===== src/rtl/hardware_pair_pkg.sv =====
// Shared definitions for the packed Maybe-pair encoder/decoder pair:
// tag constants, widths, field layouts and the unpack FSM states.
package hardware_pair_pkg;

    localparam int unsigned PAYLOAD_W = 63;
    localparam int unsigned WORD_W    = 65;
    localparam int unsigned PAIR_W    = 129;

    localparam logic [1:0] PAIR_EMPTY = 2'b00;
    localparam logic [1:0] PAIR_ONE   = 2'b01;
    localparam logic [1:0] PAIR_TWO   = 2'b10;
    localparam logic [1:0] PAIR_BAD   = 2'b11;

    localparam logic [1:0] WORD_VAL = 2'b10;
    localparam logic [1:0] WORD_END = 2'b00;

    typedef enum logic [1:0] {
        IDLE = 2'd0,
        W1   = 2'd1,
        W2   = 2'd2,
        END  = 2'd3
    } pair_state_t;

    typedef struct packed {
        logic                 just;
        logic [1:0]           tag;
        logic [PAYLOAD_W-1:0] v1;
        logic [PAYLOAD_W-1:0] v2;
    } pair_t;

    // Held copy of an accepted pair; the Just flag is not needed once accepted.
    typedef struct packed {
        logic [1:0]           tag;
        logic [PAYLOAD_W-1:0] v1;
        logic [PAYLOAD_W-1:0] v2;
    } pair_hold_t;

    function automatic logic [WORD_W-1:0] make_word(input logic [1:0] tag,
                                                    input logic [PAYLOAD_W-1:0] payload);
        return {tag, payload};
    endfunction

endpackage


===== src/rtl/hardware_pair_unpack_if.sv =====
// Input pair stream and output word stream of the pair unpacker.
interface hardware_pair_unpack_if;
    import hardware_pair_pkg::*;

    logic [PAIR_W-1:0] in_i;
    logic              in_valid_i;
    logic              in_ready_o;
    logic [WORD_W-1:0] out_o;
    logic              out_valid_o;
    logic              out_ready_i;
    logic              out_last_o;

    modport master (
        output in_i, in_valid_i, out_ready_i,
        input  in_ready_o, out_o, out_valid_o, out_last_o
    );

    modport slave (
        input  in_i, in_valid_i, out_ready_i,
        output in_ready_o, out_o, out_valid_o, out_last_o
    );
endinterface


===== src/rtl/hardware_sat_counter.sv =====
// Saturating up-counter with synchronous reset and clear.
module hardware_sat_counter #(
    parameter int unsigned CNT_W = 16
) (
    input  logic             i_clk,
    input  logic             i_rst,
    input  logic             i_inc,
    input  logic             i_clear,
    output logic [CNT_W-1:0] o_cnt
);
    logic [CNT_W-1:0] r_cnt;

    always_ff @(posedge i_clk) begin
        if (i_rst || i_clear) begin
            r_cnt <= '0;
        end else if (i_inc && (r_cnt != '1)) begin
            r_cnt <= r_cnt + 1'b1;
        end
    end

    assign o_cnt = r_cnt;
endmodule


===== src/rtl/hardware_pair_unpack.sv =====
// Re-serialises a 129-bit Maybe(tag, v1, v2) pair into tagged 65-bit words
// ending with an end word; Nothing inputs are counted, tag-11 inputs flag err_o.
module hardware_pair_unpack
    import hardware_pair_pkg::*;
#(
    parameter int unsigned CNT_W = 16
) (
    input  logic                 system1000,
    input  logic                 system1000_rst,
    hardware_pair_unpack_if.slave bus,
    output logic [CNT_W-1:0]     drop_cnt_o,
    output logic                 err_o
);
    pair_state_t       r_state;
    pair_hold_t        r_hold;
    logic              r_in_ready;
    logic              r_out_valid;
    logic              r_out_last;
    logic              r_err;

    pair_t             w_in;
    logic              w_accept;
    logic              w_out_fire;
    logic              w_drop;
    logic [WORD_W-1:0] w_out;

    assign w_in       = bus.in_i;
    assign w_accept   = bus.in_valid_i & r_in_ready;
    assign w_out_fire = r_out_valid & bus.out_ready_i;
    assign w_drop     = w_accept & ~w_in.just;

    always_ff @(posedge system1000) begin
        if (system1000_rst) begin
            r_state     <= IDLE;
            r_hold      <= '0;
            r_in_ready  <= 1'b1;
            r_out_valid <= 1'b0;
            r_out_last  <= 1'b0;
            r_err       <= 1'b0;
        end else begin
            case (r_state)
                IDLE: begin
                    if (w_accept) begin
                        r_hold <= '{tag: w_in.tag, v1: w_in.v1, v2: w_in.v2};
                        if (w_in.just) begin
                            case (w_in.tag)
                                PAIR_EMPTY: begin
                                    r_state     <= END;
                                    r_in_ready  <= 1'b0;
                                    r_out_valid <= 1'b1;
                                    r_out_last  <= 1'b1;
                                end
                                PAIR_ONE, PAIR_TWO: begin
                                    r_state     <= W1;
                                    r_in_ready  <= 1'b0;
                                    r_out_valid <= 1'b1;
                                end
                                default: r_err <= 1'b1;
                            endcase
                        end
                    end
                end
                W1: begin
                    if (w_out_fire) begin
                        if (r_hold.tag == PAIR_TWO) begin
                            r_state <= W2;
                        end else begin
                            r_state    <= END;
                            r_out_last <= 1'b1;
                        end
                    end
                end
                W2: begin
                    if (w_out_fire) begin
                        r_state    <= END;
                        r_out_last <= 1'b1;
                    end
                end
                END: begin
                    if (w_out_fire) begin
                        r_state     <= IDLE;
                        r_in_ready  <= 1'b1;
                        r_out_valid <= 1'b0;
                        r_out_last  <= 1'b0;
                    end
                end
                default: begin
                    r_state     <= IDLE;
                    r_in_ready  <= 1'b1;
                    r_out_valid <= 1'b0;
                    r_out_last  <= 1'b0;
                end
            endcase
        end
    end

    // Word data is selected from the held pair, so it cannot move under backpressure.
    always_comb begin
        w_out = '0;
        case (r_state)
            W1:      w_out = make_word(WORD_VAL, r_hold.v1);
            W2:      w_out = make_word(WORD_VAL, r_hold.v2);
            END:     w_out = make_word(WORD_END, '0);
            default: w_out = '0;
        endcase
    end

    hardware_sat_counter #(
        .CNT_W(CNT_W)
    ) u_drop_cnt (
        .i_clk   (system1000),
        .i_rst   (system1000_rst),
        .i_inc   (w_drop),
        .i_clear (1'b0),
        .o_cnt   (drop_cnt_o)
    );

    assign bus.in_ready_o  = r_in_ready;
    assign bus.out_o       = w_out;
    assign bus.out_valid_o = r_out_valid;
    assign bus.out_last_o  = r_out_last;
    assign err_o           = r_err;
endmodule

===== src/flat_wrapper.sv =====
// flat-port wrapper written by rule: the top's interface ports become plain ports
module hardware_pair_unpack_flat import hardware_pair_pkg::*;
#(
    parameter int unsigned CNT_W = 16
)
  (system1000, system1000_rst, drop_cnt_o, err_o, bus_in_i, bus_in_valid_i, bus_out_ready_i, bus_in_ready_o, bus_out_o, bus_out_valid_o, bus_out_last_o);
  hardware_pair_unpack_if bus_i ();
  input  logic system1000;
  input  logic system1000_rst;
  output logic [CNT_W-1:0] drop_cnt_o;
  output logic err_o;
  input wire logic [$bits(bus_i.in_i)-1:0] bus_in_i;
  input wire logic [$bits(bus_i.in_valid_i)-1:0] bus_in_valid_i;
  input wire logic [$bits(bus_i.out_ready_i)-1:0] bus_out_ready_i;
  output wire logic [$bits(bus_i.in_ready_o)-1:0] bus_in_ready_o;
  output wire logic [$bits(bus_i.out_o)-1:0] bus_out_o;
  output wire logic [$bits(bus_i.out_valid_o)-1:0] bus_out_valid_o;
  output wire logic [$bits(bus_i.out_last_o)-1:0] bus_out_last_o;
  assign bus_i.in_i = bus_in_i;
  assign bus_i.in_valid_i = bus_in_valid_i;
  assign bus_i.out_ready_i = bus_out_ready_i;
  assign bus_in_ready_o = bus_i.in_ready_o;
  assign bus_out_o = bus_i.out_o;
  assign bus_out_valid_o = bus_i.out_valid_o;
  assign bus_out_last_o = bus_i.out_last_o;
  hardware_pair_unpack #(.CNT_W(CNT_W)) u_core (.system1000(system1000), .system1000_rst(system1000_rst), .bus(bus_i), .drop_cnt_o(drop_cnt_o), .err_o(err_o));
endmodule

===== config.mk =====
export PLATFORM = sky130hd
export DESIGN_NAME = hardware_pair_unpack_flat
export DESIGN_NICKNAME = d
export VERILOG_FILES = /design/src/rtl/hardware_pair_pkg.sv /design/src/rtl/hardware_pair_unpack_if.sv /design/src/rtl/hardware_sat_counter.sv /design/src/rtl/hardware_pair_unpack.sv /design/src/flat_wrapper.sv
export SDC_FILE = /design/constraint.sdc
export NUM_CORES = 1
export LEC_CHECK = 0
export CORE_ASPECT_RATIO = 1.1
export CORE_MARGIN = 5
export CORE_UTILIZATION = 48
export CTS_BUF_LIST = sky130_fd_sc_hd__clkbuf_2
export DETAILED_ROUTE_END_ITERATION = 7
export MAX_ROUTING_LAYER = met4
export PLACE_DENSITY = 0.83
export SKIP_LAST_GASP = 1
export SLEW_MARGIN = 20
export SYNTH_ARGS = -nofsm -noshare
export SYNTH_HDL_FRONTEND = slang
export SYNTH_SLANG_ARGS = --single-unit

===== constraint.sdc =====
create_clock -name system1000 -period 2.5 [get_ports system1000]
set_clock_uncertainty 0.1 [all_clocks]
set_input_delay 0.375 -clock system1000 [delete_from_list [all_inputs] [get_ports system1000]]
set_output_delay 0.375 -clock system1000 [all_outputs]
set_load 0.01 [all_outputs]

# [Yosys cells after proc, flatten, opt, wreduce, memory -nomap -nowiden]
# Index checks and enable logic that the tools add are counted.
[word_totals] regBits=150 out_inout_bits=85
[op_classes] n_addsub=1 n_eq_ne=16 n_mux=25 bitwise=5 reduce_logical=11
[ops] cell="65-bit one-hot mux with 2 select lines" n=1
[ops] cell="16-bit by 1-bit adder with 16-bit output (second input constant)" n=1
[ops] cell="16-bit inequality test (second input constant)" n=1
[ops] cell="1-bit two-way mux" n=14
[ops] cell="2-bit two-way mux" n=5
[ops] cell="2-bit == test (second input constant)" n=4
[ops] cell="2-bit by 1-bit inequality test with 1-bit output (second input constant)" n=4
[ops] cell="2-bit inequality test (second input constant)" n=4
[ops] cell="2-bit one-hot mux with 4 select lines" n=1
[ops] cell="7-bit AND reduction" n=1
[ops] cell="6-bit AND reduction" n=1
[ops] cell="5-bit AND reduction" n=1
[ops] cell="2-bit by 1-bit == test with 1-bit output (second input constant)" n=2
[ops] cell="2-bit zero test" n=2
[ops] cell="1-bit one-hot mux with 2 select lines" n=2
[ops] cell="1-bit one-hot mux with 4 select lines" n=1
[ops] cell="2-bit one-hot mux with 2 select lines" n=1
[ops] cell="4-bit AND reduction" n=1
[ops] cell="1-bit AND" n=3
[ops] cell="3-bit inequality test (second input constant)" n=1
[ops] cell="3-bit OR reduction" n=1
[ops] cell="1-bit inverter" n=2
[ops] cell="2-bit AND reduction" n=1
[ops] cell="2-bit nonzero test" n=1
[ops] cell="other kinds (2)" n=2

# [Depth between registers and ports, before layout]
# Gate-level depths: netlist of run 1.
[logic_depth] depth_word=6 depth_mapped=7 mapped_depth_nobuf=6

# [Cells and area by module]
# Synthesis of run 1 repeated with hierarchy kept, for this count alone.
[unflattened] cells_unflattened=852 hier_area_um2=6592.6
[by_module_without_submodules] module="hardware_pair_unpack" instances=1 cells_per_inst=757 area_per_inst_um2=5745.5
[by_module_without_submodules] module="hardware_sat_counter" instances=1 cells_per_inst=95 area_per_inst_um2=847.1

# [Worst setup path after synthesis of run 1]
# No wires, ideal clock.
[synth_timing] kind="flip-flop to output port" from="reg u_core.r_state[0]" to="out bus_out_o[10]" t_arrival_ns=1.490 required_time_ns=2.025 path_slack_ns=0.535 stages_incl_launch_ff=6 cell_sequence="dfxtp_1 inv_1 ha_1 clkbuf_1 clkbuf_1 nor2b_1"
[synth_between] elab_chain_cells=2 word_cells_on_any_way=3 cone_classes="eq/ne: 2; mux: 1"
[synth_lines] element="from (decl)" line_no="hardware_pair_unpack.sv:14" rtl="pair_state_t r_state;"
[synth_lines] element="from (signal assigned)" line_no="hardware_pair_unpack.sv:34" rtl="r_state <= IDLE;"
[synth_lines] element="from (signal assigned)" line_no="hardware_pair_unpack.sv:48" rtl="r_state <= END;"
[synth_lines] element="from (signal assigned)" line_no="hardware_pair_unpack.sv:54" rtl="r_state <= W1;"
[synth_lines] element="2-bit == test / 2-bit by 1-bit == test with 1-bit output (equally long branches)" line_no="hardware_pair_unpack.sv:100" rtl="case (r_state)"
[synth_lines] element="65-bit one-hot mux with 2 select lines (*)" line_no="hardware_pair_unpack.sv:100"
[synth_lines] element="to (decl)" line_no="flat_wrapper.sv:16" rtl="output wire logic [$bits(bus_i.out_o)-1:0] bus_out_o;"
# Mark *: on every way between the ends. The rest lies on a longest branch, timed or not.

# [Worst setup path after layout of run 1]
[layout_timing] from="reg u_core.r_state[1]" to="out bus_out_o[50]"
# The elaborated chain is that of the path after synthesis.

==> metrics.md, run 1 <==
| Metric | Value |
|---|---|
| Die width | between 100 and 150 um |
| Pre-CTS setup slack | about 0.15 ns |
| Total Wirelength | ~23,000 um |
| Peak Freq | between 300 and 400 MHz |
| Placer congestion estimate | 0.813 |
| Final hold violations | 0 |
| Clock root buffer | clkbuf_2 |
| RSZ-0062 raised after global routing | true |
| Maximum vdd drop | 0.555 mV |
| Number of CTS-inserted buffers | 17 |
| Die height | between 100 and 150 um |
| Post-DP HPWL | 12,700 um |
| First-pass GRT wire length | between 30,000 and 40,000 um |
| Final core occ | 0.750 |
| H-tree levels | 4 |
| Area taken by multi-input logic gates | roughly 3800 um2 |
| Wirelength per Cell | around 18 um |
| Maxcap violations | 0 |
| Combinational Power Share | 0.521 |
| Most frequent cell after synthesis | nand2_1 |
| Internal power | 0.00623 W |
| Tmin final | 2.57 ns |
| Syn nets | a little under 1,000 |
| Post-synth top cells | nand2_1 (263), dfxtp_1 (150), a21oi_1 (143) |
| Rel. slew slack | 0.664 |
| Clk pin slew, worst setup/hold paths | ~0.23 ns |
| Status | finished with violations |
| Period utilization | 1.03 |
| Fillcell total | between 1,000 and 1,500 |
| Flop pwr share | 0.316 |
| Hold WS | about 0.078 ns |
| Yosys cell types | 45 |
| Gate Count Post-Synth | 849 |
| Avg Synthesized Cell Area | 7.81 um2 |
| Register bit count reported by yosys | 150 |
| Final-report max-slew violation count | 0 |
| GR Util All Layers | 0.267 |
| Post-route ant nets | 0 |
| Final #Nets | approximately 1,200 |
| Share of layout cells above drive strength 1 | 0.224 |
| Vias in the first global route | 6,423 |
| Worst Path Class, Setup | flip-flop to primary output |
| Row cnt | between 40 and 50 |
| 1st-iter DRT viols | between 500 and 600 |
| Longest Clk Path Bufs | 2 |
| Final Total Pwr | around 0.0099 W |
| Sequential area share after synthesis | 0.453 |
| Top-area cell type share of the netlist area | 0.453 |
| Clk_lat worst skew | approximately 0.68 ns |
| Top FF cell, synth | dfxtp_1 |
| Initial Utilization | 0.484 |
| Fraction of registers with async set or reset after synthesis | 0 |
| Area leader, netlist | dfxtp_1 |
| Number of setup violations in the final report | 22 |
| Area Overhead vs Synth | 54.9% |
| Critical path endpoint category | primary output |
| Required time of the critical path | 2.03 ns |
| Netlist Area Pre-Place | about 6600 um2 |
| GRT overflow | 0 |
| Pwr dens | just under 1000 nW/um2 |
| Post-Route Setup TNS | -0.348 ns |
| Critical path startpoint category | flip-flop |
| Synth area leaders | dfxtp_1 (45%), nand2_1 (15%), a21oi_1 (11%), a22oi_1 (7.1%), nor2b_1 (6.2%) |
| Remaining DRCs | 0 |
| CTS Sinks | 150 |
| Vias/cell | approximately 5.4 |
| Inserted Diodes | 0 |
| Via count | slightly below 7,000 |
| Switching power | between 0.003 and 0.004 W |
| Core area | around 14,000 um2 |
| FF+latch area | ~3000 um2 |
| Hold Path Class | input port to flip-flop |
| Setup ws final | -0.0701 ns |
| Static Leak | 3.76 nW |
| Full die area | 16,300 um2 |
| Clock share of power | 0.163 |
| # port buffers | ~220 |
| Crit path max fanout | 18 |
| Yosys warnings | 0 |
| I/O pin total | ~220 |
| Failing checks | setup timing |
| CP arrival | about 2.1 ns |
| Worst Max-Slew Pin Slew | around 0.50 ns |
| Switch share | 0.373 |
| Router iterations before antenna repair | 7 |
| Largest net degree at the start of global routing | between 80 and 90 |
| Antenna violations before repair | 0 |
| Number of synthesized flops with an enable pin | 0 |
| CTS tree | built |
## state kept, by name (all words and copies together) (netlist names)
| signal | count |
|---|---|
| u_core.r_hold | 128 |
| u_core.u_drop_cnt.o_cnt | 16 |
| u_core.r_state | 2 |
| u_core.bus.in_ready_o | 1 |
| u_core.bus.out_last_o | 1 |
| u_core.bus.out_valid_o | 1 |
| u_core.err_o | 1 |
## path summary, 6_finish.rpt
kind                           from               endpoint  slack (ns)  cells past startpoint
setup / recovery  u_core.r_state[1]          bus_out_o[50]       -0.07                      6
hold / removal        bus_in_i[101]     u_core.r_hold[101]        0.08                      3
setup reg to reg  u_core.r_state[0]  u_core.bus.out_last_o        0.26                      8
hold reg to reg   u_core.r_hold[99]      u_core.r_hold[99]        0.37                      2
## cells by family after synthesis
| family | after synthesis | share of synthesized area |
|---|---|---|
| DFF | 150 | 0.453 |
| adders and majority gates | 9 | 0.0170 |
| buffers and inverters | 77 | 0.0470 |
| other | 1 | 0.000566 |
| AOI/OAI and AO/OA | 232 | 0.212 |
| and+or+nand+nor | 376 | 0.265 |
| muxes | 3 | 0.00472 |
| xor gates and xnor gates | 1 | 0.00132 |
## worst max-delay path, cell delays in order (launching register included)
cell and delay [ns]:
dfxtp_4 0.43, inv_4 0.05, ha_4 0.31, buf_4 0.15, buf_16 0.14, nor2b_1 0.17
buf_2 0.16
## cells in the final DEF (no fill, tap or decap), types with 6 or more instances in the layout
cell type / netlist / final
a21oi_1: 143 / 143
a22oi_1: 63 / 7
a22oi_2: 0 / 56
buf_12: 0 / 12
buf_16: 0 / 11
buf_2: 9 / 47
buf_4: 1 / 12
buf_6: 1 / 30
clkbuf_2: 0 / 19
clkdlybuf4s50_1: 0 / 151
dfxtp_1: 150 / 148
ha_1: 9 / 6
inv_1: 9 / 7
nand2_1: 263 / 263
nor2_1: 6 / 6
nor2b_1: 66 / 44
nor2b_2: 0 / 7
nor2b_4: 0 / 15
o31ai_1: 6 / 6
## area by class of cell
type                    count  share of cell area
clock inverters            13              0.0199
flip-flops and latches    150               0.293
well taps                 188              0.0229
clock buffers              19             0.00926
inverters                   9             0.00378
repair buffers            274               0.283
multi-input cells         622               0.368
## routing by layer
layer | vias to the layer above | GRT usage | share of wire
met3 | 42 | 0.0747 | 0.083
met1 | 3252 | 0.315 | 0.39
li1 | 3344 | - | -
met2 | 283 | 0.434 | 0.50
met5 | - | - | 0
met4 | 0 | 0.0978 | 0.027
## per-stage QoR
step,cells,instance area [um2]
floorplan,849,6630
global route,1275,10300
CTS,1271,10000
finish,1275,10300
global placement,1200,8990
detailed placement,1200,8990
## power groups by stage
stage          Sequential, W  Combinational (W)  Clock (W)
5_1_grt              0.00318            0.00549    0.00175
6_report             0.00314            0.00518    0.00162
2_1_floorplan        0.00305            0.00206          0
3_3_place_gp         0.00309            0.00320          0
4_1_cts              0.00311            0.00496    0.00165
3_5_place_dp         0.00310            0.00326          0
## timing repair
item,CTS,global route
endpoints found under the setup margin,64,63
setup buffers,23,5
gates cloned,14,4
resized for setup,332,77
pin swaps,26,18
hold endpoints to repair,33,1
hold buffers,3,1
No activity file was read; power rests on OpenSTA's default activity.
==> inputs of run 2 (changes only) <==
CORE_UTILIZATION = 35   (was 48)
PLACE_DENSITY = 0.64   (was 0.83)
==> run 2 against run 1 <==
Net effect:
- the flow still finishes with violations (setup timing)
- sequential share of layout area fell by 1.4 points
- sequential power is 1% lower
- critical endpoint is now bus_out_o[0]
- power fell by 6.2%
- sequential cell count stayed put
- core utilization down 17 points
- maximum frequency decreased by 5.2%
- first-iteration DRC count down 35%
- via count down 0.30%
- register-to-register slack better by 0.05 ns
- cell count increased by 9.9%
- non-clock buffer count up 69
==> metrics.md, run 2 (synthesized netlist as in run 1, its figures left out) <==
| Metric | Value |
|---|---|
| RSZ-0062 raised after global routing | true |
| Row cnt | 52 |
| 1st-iter DRT viols | between 300 and 400 |
| Final #Nets | between 1,000 and 1,500 |
| First-pass GRT wire length | roughly 35,000 um |
| Area Overhead vs Synth | 62.5% |
| Setup ws final | -0.210 ns |
| Critical path endpoint category | primary output |
| Hold Path Class | input port to flip-flop |
| Tmin final | 2.71 ns |
| Peak Freq | 369 MHz |
| Rel. slew slack | 0.549 |
| Remaining DRCs | 0 |
| Core area | 18,500 um2 |
| GR Util All Layers | 0.203 |
| Switching power | about 0.0036 W |
| Internal power | between 0.005 and 0.006 W |
| Router iterations before antenna repair | 6 |
| Die height | ~150 um |
| Die width | around 140 um |
| Clk pin slew, worst setup/hold paths | ~0.25 ns |
| CTS tree | built |
| Wirelength per Cell | roughly 16 um |
| I/O pin total | about 220 |
| Vias/cell | ~5 |
| Commonest non-fill, non-tap cell in the layout | nand2_1 |
| Critical path startpoint category | flip-flop |
| Cell Chain, Critical Path | clkinvlp_4, ha_4, buf_12, a22oi_1, nor2b_1, dlygate4sd2_1 |
| Max FFs per register | approximately 130 |
| Status | finished with violations |
| Post-Route Setup TNS | -9.06 ns |
| Flop pwr share | 0.333 |
| Pre-CTS setup slack | 0.185 ns |
| Maximum vdd drop | around 0.35 mV |
| Vias in the first global route | roughly 6,800 |
| Number of CTS-inserted buffers | 17 |
| Crit path max fanout | 18 |
| Placer congestion estimate | just under 0.8 |
| Final hold violations | 0 |
| Required time of the critical path | 2.03 ns |
| Failing checks | setup timing |
| Top reg by flops | u_core.r_hold |
| Final Total Pwr | around 0.0093 W |
| Clock share of power | 0.163 |
| Clk_lat worst skew | between 0.7 and 0.8 ns |
| CP arrival | between 2 and 2.5 ns |
| Total Wirelength | around 23,000 um |
| Clock root buffer | clkbuf_2 |
| Post-route ant nets | 0 |
| Via count | between 6,000 and 7,000 |
| Largest net degree at the start of global routing | 75 |
| Switch share | 0.388 |
| Fillcell total | 1,716 |
| Most frequent cells in the layout | nand2_1 (263), clkdlybuf4s50_1 (151), dfxtp_1 (148) |
| Number of setup violations in the final report | between 60 and 70 |
| Share of layout cells above drive strength 1 | 0.173 |
| Post-DP HPWL | 13,500 um |
| Pwr dens | a little under 900 nW/um2 |
| Maxcap violations | 0 |
| Combinational Power Share | 0.505 |
| Inst Count DP | between 1,000 and 1,500 |
| Period utilization | 1.08 |
| H-tree levels | 4 |
| CTS Sinks | 150 |
| Crit path largest cell delay | 0.41 ns |
| Finished Layout Cells | between 1,000 and 1,500 |
| Final-report max-slew violation count | 0 |
| Initial Utilization | 0.357 |
| Full die area | 21,800 um2 |
| Longest Clk Path Bufs | 2 |
| GRT overflow | 0 |
| Worst Max-Slew Pin Slew | approximately 0.68 ns |
| # port buffers | 216 |
| Critical Path Slowest Stage Cell | dfxtp_4 |
| Worst Path Class, Setup | flip-flop to primary output |
| Antenna violations before repair | 1 |
| Static Leak | just under 4 nW |
## run 2: cell types whose count changed in the layout (fill, tap and decap cells not counted), sizes merged
| cell | previous run | this run |
|---|---|---|
| dlygate4sd3 | 4 | 82 |
| buf | 115 | 69 |
| dlygate4sd2 | 0 | 23 |
| clkdlybuf4s15 | 0 | 8 |
| clkbuf | 23 | 28 |
| bufinv | 5 | 3 |
| diode | 0 | 2 |
| inv | 10 | 12 |
| clkinv | 5 | 6 |
## run 2: power by group through the flow
stage | registers, W | logic, W | clock network, W
4_1_cts | 0.00308 | 0.00444 | 0.00158
3_3_place_gp | 0.00309 | 0.00330 | 0
2_1_floorplan | 0.00305 | 0.00206 | 0
6_report | 0.00310 | 0.00470 | 0.00151
3_5_place_dp | 0.00310 | 0.00332 | 0
5_1_grt | 0.00315 | 0.00505 | 0.00166
## run 2: repair_timing
action / CTS / global route
buffers inserted: 6 / 16
gates resized for setup: 188 / 76
gates cloned: 6 / 0
setup endpoints to repair: 64 / 64
hold buffers: 82 / 0
hold endpoints to repair: 82 / 0
pin swaps: 6 / 8
## run 2: worst paths after layout
| path | slack (ns) | start | to | depth (start not counted) |
|---|---|---|---|---|
| worst max-delay path | -0.21 | u_core.r_state[0] | bus_out_o[0] | 6 |
| worst min-delay path | 0.09 | bus_in_i[57] | u_core.r_hold[57] | 3 |
| worst max register to register | 0.31 | u_core.r_state[0] | u_core.r_state[1] | 7 |
| worst min register to register | 0.37 | u_core.r_hold[126] | u_core.r_hold[126] | 2 |
## run 2: final cells by class
cell class | count | area [um2] | share of cell area
Sequential cell | 150 | 3010 | 0.279
Clock inverter | 14 | 173 | 0.0160
Multi-Input combinational cell | 622 | 3700 | 0.344
Tap cell | 243 | 304 | 0.0282
Inverter | 9 | 37.5 | 0.00349
Clock buffer | 18 | 90.1 | 0.00837
Timing Repair Buffer | 343 | 3450 | 0.320
Antenna cell | 2 | 5.00 | 0.000465
## run 2: critical path: cells and delay by family (launching register included)
kind,cells,cell delay (ns)
AO/OA/AOI/OAI,1,0.22
flip-flops,1,0.41
adder cells (fa/ha/maj),1,0.24
buffers and inverters,3,0.60
AND/OR/NAND/NOR,1,0.07
## run 2: layer usage
metal / global-route usage / wire (um) / part of all wire / up-vias
li1: - / - / - / 3477
met1: 0.253 / 9950 / 0.44 / 3215
met2: 0.329 / 11200 / 0.49 / 179
met3: 0.0405 / 1170 / 0.051 / 29
met4: 0.0711 / 448 / 0.020 / 0
met5: - / 0 / 0 / -
## run 2: through the flow
| step | utilization | hold slack, ns | area (um2) |
|---|---|---|---|
| 5_1_grt | 0.581 | 0.0238 | 10800 |
| 6_report | 0.581 | 0.0948 | 10800 |
| 3_5_place_dp | 0.490 | 0.346 | 9090 |
| 2_1_floorplan | - | 0.331 | 6630 |
| 3_3_place_gp | 0.490 | 0.338 | 9090 |
| 4_1_cts | 0.567 | 0.00151 | 10500 |
